$ cat src/rtl/alu_ctrl.sv
// Two-requester round-robin front end for the serial bit-stream ALU: frames requests
// onto alu_din and collects tagged responses from alu_dout. Define ALU_CHECK_EN to build the flag checker.
module alu_ctrl #(
    parameter int unsigned N = 2
) (
    input  logic           clk,
    input  logic           rst_n,
    input  logic           req0_valid,
    input  logic [1:0]     req0_op,
    input  logic [N-1:0]   req0_a,
    input  logic [N-1:0]   req0_b,
    input  logic           req1_valid,
    input  logic [1:0]     req1_op,
    input  logic [N-1:0]   req1_a,
    input  logic [N-1:0]   req1_b,
    output logic           req0_ready,
    output logic           req1_ready,
    output logic           alu_rst,
    output logic           alu_din,
    input  logic           alu_dout,
    output logic           rsp_valid,
    output logic           rsp_id,
    output logic [2*N-1:0] rsp_result,
    output logic           rsp_parity,
    output logic           rsp_zero,
    output logic           rsp_err
);
    localparam int unsigned F  = 2 + 2 * N;
    localparam int unsigned RW = 2 * N;
    localparam int unsigned SW = $clog2(F);
    localparam logic [SW-1:0] LAST = SW'(F - 1);

    typedef enum logic {ST_START, ST_RUN} state_t;

    state_t          state_q, state_d;
    logic [SW-1:0]   slot_q;
    logic            rr_q;
    logic [F-1:0]    tx_sr;
    logic [F-2:0]    rx_sr;
    logic            tag0_v, tag0_id, tag1_v, tag1_id;
    logic            frame_start;
    logic            take0, take1;
    logic [F-1:0]    load_vec;
    logic [RW-1:0]   res_full;

    // Frame boundary, round-robin grant and next frame payload
    always_comb begin
        state_d     = ST_RUN;
        frame_start = (state_q == ST_START) || (slot_q == LAST);
        take0       = 1'b0;
        take1       = 1'b0;
        load_vec    = {2'b10, {RW{1'b0}}};
        if (frame_start && rst_n) begin
            if (req0_valid && (!rr_q || !req1_valid)) begin
                take0    = 1'b1;
                load_vec = {req0_op, req0_a, req0_b};
            end else if (req1_valid) begin
                take1    = 1'b1;
                load_vec = {req1_op, req1_a, req1_b};
            end
        end
    end

    assign req0_ready = take0;
    assign req1_ready = take1;
    assign res_full   = {rx_sr[RW-2:0], alu_dout};

    always_ff @(posedge clk or negedge rst_n) begin
        if (!rst_n) begin
            state_q <= ST_START;
        end else begin
            state_q <= state_d;
        end
    end

    // Serializer, return-path capture and two-frame tag pipeline
    always_ff @(posedge clk or negedge rst_n) begin
        if (!rst_n) begin
            slot_q     <= '0;
            rr_q       <= 1'b0;
            tx_sr      <= '0;
            rx_sr      <= '0;
            alu_din    <= 1'b0;
            alu_rst    <= 1'b1;
            tag0_v     <= 1'b0;
            tag0_id    <= 1'b0;
            tag1_v     <= 1'b0;
            tag1_id    <= 1'b0;
            rsp_valid  <= 1'b0;
            rsp_id     <= 1'b0;
            rsp_result <= '0;
            rsp_parity <= 1'b0;
            rsp_zero   <= 1'b0;
        end else begin
            alu_rst   <= 1'b0;
            rsp_valid <= 1'b0;
            rx_sr     <= {rx_sr[F-3:0], alu_dout};
            if (frame_start) begin
                slot_q  <= '0;
                alu_din <= load_vec[F-1];
                tx_sr   <= load_vec << 1;
                tag0_v  <= take0 | take1;
                tag0_id <= take1;
                if (take0 | take1) begin
                    rr_q <= take0;
                end
                // The first frame after reset has no returning results yet
                if (state_q == ST_RUN) begin
                    tag1_v     <= tag0_v;
                    tag1_id    <= tag0_id;
                    rsp_valid  <= tag1_v;
                    rsp_id     <= tag1_id;
                    rsp_parity <= rx_sr[RW];
                    rsp_zero   <= rx_sr[RW-1];
                    rsp_result <= res_full;
                end
            end else begin
                slot_q  <= slot_q + SW'(1);
                alu_din <= tx_sr[F-1];
                tx_sr   <= tx_sr << 1;
            end
        end
    end

`ifdef ALU_CHECK_EN
    // Cross-check the reported flags against the captured result bits
    always_ff @(posedge clk or negedge rst_n) begin
        if (!rst_n) begin
            rsp_err <= 1'b0;
        end else begin
            rsp_err <= 1'b0;
            if (frame_start && (state_q == ST_RUN)) begin
                rsp_err <= tag1_v && (((^res_full) != rx_sr[RW]) ||
                                      ((res_full == '0) != rx_sr[RW-1]));
            end
        end
    end
`else
    assign rsp_err = 1'b0;
`endif

endmodule

$ cat config.mk
export PLATFORM = sky130hd
export DESIGN_NAME = alu_ctrl
export DESIGN_NICKNAME = d
export VERILOG_FILES = /design/src/rtl/alu_ctrl.sv
export SDC_FILE = /design/constraint.sdc
export NUM_CORES = 1
export LEC_CHECK = 0
export CAP_MARGIN = 20
export CORE_MARGIN = 2
export CORE_UTILIZATION = 64
export DETAILED_ROUTE_END_ITERATION = 12
export DONT_BUFFER_PORTS = 1
export MAX_ROUTING_LAYER = met4
export PLACE_DENSITY = 0.85
export SYNTH_ARGS = -nofsm -noshare
export SYNTH_HDL_FRONTEND = slang
export SYNTH_SLANG_ARGS = --single-unit
$ cat constraint.sdc
create_clock -name clk -period 3.45 [get_ports clk]
set_clock_uncertainty 0.15 [all_clocks]
set_input_delay 0.8625 -clock clk [delete_from_list [all_inputs] [get_ports clk]]
set_output_delay 0.8625 -clock clk [all_outputs]
set_load 0.01 [all_outputs]
-- Word-level counts from Yosys, hierarchy flattened
Cells that the tools add are included.
- register bits after elaboration: 30
- input port bits: 17
- output and inout bits: 13
- word-level logic and storage cells: 41
- $add $sub $neg: 1
- equality and inequality tests: 1
- mux-type cells: 13
- bitwise logic cells: 2
- reduce and logical (&&, ||, !) cells: 8
- operator list (kind ; number):
    6-bit two-way mux ; 4
    1-bit two-way mux ; 8
    2-bit AND reduction ; 2
    3-bit by 1-bit adder with 3-bit output, second input constant ; 1
    3-bit equality test, second input constant ; 1
    3-bit two-way mux ; 1
    1-bit logical AND ; 2
    1-bit logical NOT ; 2
    1-bit logical OR ; 2
    1-bit inverter ; 1
    1-bit bitwise OR ; 1

-- Depth between registers and ports, before layout
Gate-level depths: netlist (run 1).
- depth in word-level cells: 7
- gate-level depth with buffers: 5

-- Least setup slack after synthesis (run 1)
OpenSTA, ideal clock, no wires.
- kind: input to output
- start: input port req1_valid
- end: output port req0_ready
- arrival: 1.471 ns
- data required time: 2.438 ns
- path slack: 0.966 ns
- stages: 3
- path through: buf_2 > a21boi_2 > and3_1
- cells in the longest elaborated chain, start to end: 5
- RTL lines (element ; RTL line ; text):
    start, declared ; 12 ; input logic req1_valid,
    1-bit logical NOT ; 54 ; if (req0_valid && (!rr_q || !req1_valid)) begin
    1-bit logical OR ; 54 ;
    1-bit logical AND ; 54 ;
    1-bit two-way mux ; 54 ;
    1-bit two-way mux ; 53 ; if (frame_start && rst_n) begin
    end, declared ; 16 ; output logic req0_ready,
No other way between the ends.

-- Final worst setup path (run 1)
- start: register slot_q[1]
- end: output port req1_ready
- cells in the longest elaborated chain, start to end: 4
- RTL lines (element ; RTL line ; text):
    start, declared ; 36 ; logic [SW-1:0] slot_q;
    start signal, assigned ; 118 ; slot_q <= slot_q + SW'(1);
    3-bit equality test ; 49 ; frame_start = (state_q == ST_START) || (slot_q == LAST);
    1-bit logical OR ; 49 ;
    1-bit logical AND ; 53 ;
    1-bit two-way mux ; 53 ;
    end, declared ; 17 ; output logic req1_ready,
No other way between the ends.

==> run_results.csv, run 1 <==
group,metric,value,unit
floorplanning,die-height,46.2,um
floorplanning,initial_core_util,66.8,%
floorplanning,die_w,46.2,um
place,place_congestion,0.827,
finish,final_nets,111,
route,ant_nets,0,
grt,antenna_found_initial,0,
logic_synthesis,ys_seq_area_share,63.7,%
setup_path,crit_family,"flip-flops",
setup_path,cp_num_buf_inv,1,
finish,fill_cells,119,
logic_synthesis,netlist_top_cells_area,"dfrtp_1 (61%), mux2_2 (8.9%), a32oi_1 (4.6%)",
logic_synthesis,yosys_register_bits,29,
logic_synthesis,synth-edff-count,0,
logic_synthesis,synth.avg_cell_area,13.1,sq um
setup_path,slowest_stage,"dfrtp_1",
clock_network,worst_skew_pair.late_latency,0.32,ns
sta,fmax,397,MHz
clock_network,clockBufferDepth,2,
run,maxCapViolCount,0,
setup_path,crit_path_start_kind,"flip-flop",
route,drc_errors,0,
clock_network,postCtsSetupBuffers,0,
outcome,status,"complete, no violations",
power_and_ir_drop,power_density,551,mW/mm^2
sta,holdWs,0.0775,ns
clock_network,cts_tree,"yes",
min_path,hp-class,"in2async",
route,wl_per_cell,14.1,um
floorplanning,ios,30,
grt,grt_pass1_vias,595,
clock_network,numCtsBuffers,5,
setup_path,end_kind,"output pin",
clock_network,cts.sinks,29,
setup_path,cp_cell_sequence,"inv_1, ha_1, a21bo_4, nand2_4, nor2_1",
clock_network,ctsResizeCount,0,
route,wl,1660,um
finish,drive_above_1_share,23.7,%
floorplanning,rows,15,
route,drt_pass1_iterations,4,
logic_synthesis,synth_ff_type,"dfrtp_1",
logic_synthesis,synth_top_area_share,61.4,%
grt,grt_first_pass_wirelength,2590,um
sta,finalSetupViolCount,0,
setup_path,cp_slowest_stage_delay,0.39,ns
finish,antenna_cells,0,
grt,grt_overflow,0,
place,port_buffers,0,
power_and_ir_drop,p_leak,0.000567,uW
logic_synthesis,yosys-top-cells-count,"dfrtp_1 (28), mux2_2 (9), nand2_1 (8)",
logic_synthesis,synth-async-reset-ratio,100,%
clock_network,clk_pin_slew,0.09,ns
sta,rsz0062_at_grt,"false",
grt,grt_usage,19.0,%
clock_network,cts-root-buf,"clkbuf_4",
setup_path,cp.arrival,1.51,ns
setup_path,cp.required,2.44,ns
grt,grt_max_degree,34,
power_and_ir_drop,vdd_ir_drop_max,0.323,mV
route,drt-initial-drc-count,12,
logic_synthesis,synth.most_common_cell,"dfrtp_1",
floorplanning,core_area,0.00171,sq mm
route,vias_per_cell,5.57,
logic_synthesis,yosysTopAreaCell,"dfrtp_1",
clock_network,holdBufCountCts,0,
finish,area_growth,6.03,%
sta,fin_setup_tns,0,ns
sta,finalHoldViolations,0,
route,vias,657,
sta,layout_min_cycle_time,2.52,ns
sta,period_share,73.1,%
floorplanning,die_area,0.00214,sq mm
sta,maxSlewViolCount,0,
logic_synthesis,yosys_warnings,0,
setup_path,crit_fanout,9,
logic_synthesis,ys_types,22,
setup_path,critical_path_class,"reg2out",
place,dp_hpwl,1140,um
sta,worst_slack,0.929,ns
place,dp_slack,1.03,ns
logic_synthesis,synth.cell_area,0.00114,sq mm
logic_synthesis,synthCells,87,
clock_network,cts-htree-levels,2,
-- sequential cells by signal, indices dropped and copies added (netlist names), 3 cells and up --
name        count
rx_sr           5
tx_sr           5
rsp_result      4
slot_q          3
-- final timing paths --
check | startpoint | end | slack, ns | cells past startpoint
min in group clk | rx_sr[0] | rx_sr[1] | 0.23 | 0
hold reg to reg | rx_sr[0] | rx_sr[1] | 0.23 | 0
setup / recovery | slot_q[1] | req1_ready | 0.93 | 5
max in group asynchronous | rst_n | alu_rst | 2.90 | 0
hold / removal | rst_n | rx_sr[1] | 0.08 | 0
setup reg to reg | slot_q[0] | tag1_id | 1.97 | 3
-- through the flow --
stage	cell area (sq um)	power [uW]	instances	util (%)
floorplan	1140	475	88	-
global placement	1160	481	110	67.8
detailed placement	1160	486	110	67.8
CTS	1210	672	118	70.8
global route	1210	699	118	70.8
finish	1210	666	118	70.8
-- worst register-to-register path: cells and delay by family (launching register included) --
kind | cells | cell delay [ns]
fa+ha+maj | 1 | 0.28
mux | 1 | 0.35
simple gates | 1 | 0.18
flops | 1 | 0.41
-- cell usage in the layout (no fill, tap or decap), drive strengths merged --
cell type and instances:
nor2 6, ha 2, o21ai 9, dfstp 1
dfrtp 28, nand2 9, mux2 9, conb 3
a21boi 2, and3 1, clkinv 2, inv 4
nand3 1, clkbuf 6, xnor2 1, a32oi 6
nand2b 1, o22a 1, a21bo 1
-- cell type report --
| type | instances | area, sq um | area share, % |
|---|---|---|---|
| Sequential cell | 29 | 727 | 60.1 |
| Inverter | 4 | 15.0 | 1.24 |
| Multi-Input combinational cell | 52 | 385 | 31.9 |
| Clock buffer | 6 | 41.3 | 3.41 |
| Tap cell | 25 | 31.3 | 2.59 |
| Clock inverter | 2 | 10.0 | 0.827 |
-- power by group --
part	total [uW]	internal, uW	switching [uW]
clock network	188	77.4	111
logic	65.0	34.3	30.7
registers	413	380	32.9
total	666	492	174
-- cell families (layout without fill, tap and decap cells) --
logic type	Yosys count	in the layout	share of synthesized area [%]
and+or+nand+nor	18	18	8.22
xor gates and xnor gates	1	1	0.768
buffers and inverters	7	12	2.85
other	2	3	0.658
DFF	29	29	63.7
muxes	9	9	8.88
AOI/OAI and AO/OA	19	19	12.7
adders and majority gates	2	2	2.19
-- layer usage --
| metal | routed length [um] | share of wire, % | GRT usage [%] | vias to the layer above |
|---|---|---|---|---|
| met5 | 0 | 0 | - | - |
| met3 | 64 | 3.9 | 5.88 | 5 |
| met1 | 771 | 46 | 24.5 | 322 |
| met2 | 790 | 48 | 25.0 | 22 |
| met4 | 34 | 2.0 | 13.7 | 0 |
| li1 | - | - | - | 308 |
Note: power is estimated with default switching activity, not from simulation.
==> run 2: changes to the inputs <==
--- a/config.mk
+++ b/config.mk
@@ -7,11 +7,11 @@
 export LEC_CHECK = 0
 export CAP_MARGIN = 20
 export CORE_MARGIN = 2
-export CORE_UTILIZATION = 64
+export CORE_UTILIZATION = 54
 export DETAILED_ROUTE_END_ITERATION = 12
 export DONT_BUFFER_PORTS = 1
 export MAX_ROUTING_LAYER = met4
-export PLACE_DENSITY = 0.85
+export PLACE_DENSITY = 0.77
 export SYNTH_ARGS = -nofsm -noshare
 export SYNTH_HDL_FRONTEND = slang
 export SYNTH_SLANG_ARGS = --single-unit
==> constraint.sdc (replaced) <==
create_clock -name clk -period 2.13 [get_ports clk]
set_clock_uncertainty 0.15 [all_clocks]
set_input_delay 0.5325 -clock clk [delete_from_list [all_inputs] [get_ports clk]]
set_output_delay 0.5325 -clock clk [all_outputs]
set_load 0.01 [all_outputs]
==> run 2 against run 1 <==
Global-route usage rose by 0.19 points. Critical path type unchanged. Sequential cell count did not move. Cell area rose by 6.3%. Critical endpoint is now req0_ready.
==> run_results.csv, run 2 (same netlist as run 1, synthesis figures left out) <==
group,metric,value,unit
setup_path,crit_path_start_kind,"flip-flop",
place,dp_hpwl,1270,um
sta,worst_slack,0.0503,ns
min_path,hp-start,"alu_dout",
setup_path,reg2reg_depth,3,
floorplanning,die_area,0.00250,sq mm
floorplanning,core_area,0.00198,sq mm
route,ant_nets,0,
clock_network,clk_pin_slew,0.09,ns
route,drc_errors,0,
finish,final_nets,113,
setup_path,cp.required,1.45,ns
finish,final_common_cell,"dfrtp_1",
floorplanning,initial_core_util,57.6,%
grt,antenna_found_initial,0,
min_path,hold_end,"rx_sr[0]",
setup_path,r2r_end,"rsp_zero",
finish,final_cell_mix,"dfrtp_1 (28), mux2_2 (9), nand2_1 (8)",
setup_path,crit_fanout,6,
place,dpl.cell_count,112,
route,drt_pass1_iterations,4,
floorplanning,rows,16,
clock_network,worst_skew_pair.late_latency,0.33,ns
floorplanning,ios,30,
sta,period_share,97.6,%
power_and_ir_drop,vdd_ir_drop_max,0.570,mV
finish,reg_top3,"rx_sr x5, tx_sr x5, rsp_result x4",
floorplanning,die_w,50.0,um
clock_network,cts_tree,"yes",
clock_network,cts-root-buf,"clkbuf_4",
run,maxCapViolCount,0,
sta,finalHoldViolations,0,
setup_path,cp_slowest_stage_delay,0.44,ns
sta,maxSlewViolCount,0,
setup_path,critical_path_class,"reg2out",
sta,layout_min_cycle_time,2.08,ns
floorplanning,die-height,50.0,um
setup_path,crit_family,"flip-flops",
setup_path,end_kind,"output pin",
setup_path,r2r_slack,0.73,ns
sta,finalSetupViolCount,0,
place,port_buffers,0,
min_path,holdPathStages,0,
power_and_ir_drop,power_density,921,mW/mm^2
grt,grt_first_pass_wirelength,3230,um
place,dp_slack,0.264,ns
finish,final_core_util,64.9,%
outcome,status,"complete, no violations",
setup_path,slowest_stage,"dfrtp_1",
grt,grt_pass1_vias,698,
grt,grt_max_degree,30,
grt,grt_overflow,0,
setup_path,cp.arrival,1.40,ns
power_and_ir_drop,p_leak,0.000589,uW
finish,area_growth,12.7,%
route,wl_per_cell,16.2,um
sta,holdWs,0.0713,ns
route,vias_per_cell,5.47,
route,vias,667,
sta,fin_setup_tns,0,ns
setup_path,cp_num_buf_inv,0,
grt,grt_usage,19.2,%
min_path,hp-class,"in2reg",
setup_path,cp_cell_sequence,"ha_4, a21bo_4, and3_4",
place,place_congestion,0.810,
setup_path,critical_path_depth,3,
clock_network,cts-htree-levels,2,
finish,final_cells,122,
sta,fmax,481,MHz
finish,drive_above_1_share,28.4,%
setup_path,reg2reg_from,"slot_q[0]",
clock_network,cts.sinks,29,
clock_network,clockBufferDepth,2,
finish,antenna_cells,0,
route,wl,1970,um
clock_network,numCtsBuffers,5,
route,drt-initial-drc-count,16,
run 2: layout make-up:
cell class	instances	area, sq um
clock buffer	7	65.1
clock inverter	1	5.00
multi-input combinational	52	410
sequential	29	727
inverter	4	15.0
fill	148	696
timing repair buffer	2	30.0
tap	27	33.8
run 2: worst max path at each step:
stage	endpoint	from	slack, ns
after global placement	req1_ready	slot_q[1]	0.34
after detailed placement	req1_ready	slot_q[1]	0.26
after floorplan	req0_ready	req1_valid	0.31
final	req0_ready	slot_q[0]	0.05
after global routing	req0_ready	slot_q[0]	-0.001
after CTS	req1_ready	slot_q[1]	0.003
run 2: where the power goes:
group,internal (uW),switching [uW]
sequential,616,56.0
combinational,66.4,66.0
clock,191,189
run 2: metrics by stage:
step	power [uW]	area [sq um]
detailed placement	789	1160
CTS	1190	1270
global route	1240	1290
finish	1180	1290
floorplan	769	1140
global placement	780	1160
run 2: repair_timing:
| item | in CTS | in global routing |
|---|---|---|
| buffers inserted | 0 | 0 |
| hold buffers | 2 | 0 |
| gates resized for setup | 2 | 3 |
| pin swaps | 0 | 0 |
| hold endpoints to repair | 29 | 0 |
| endpoints found under the setup margin | 2 | 2 |
run 2: layer usage:
layer | track usage [%] | wire, um | up-vias | part of all wire (%)
met4 | 8.80 | 36 | 0 | 1.8
met1 | 21.1 | 817 | 329 | 41
met3 | 10.6 | 114 | 5 | 5.8
met2 | 28.4 | 1010 | 23 | 51
li1 | - | - | 310 | -
met5 | - | 0 | - | 0
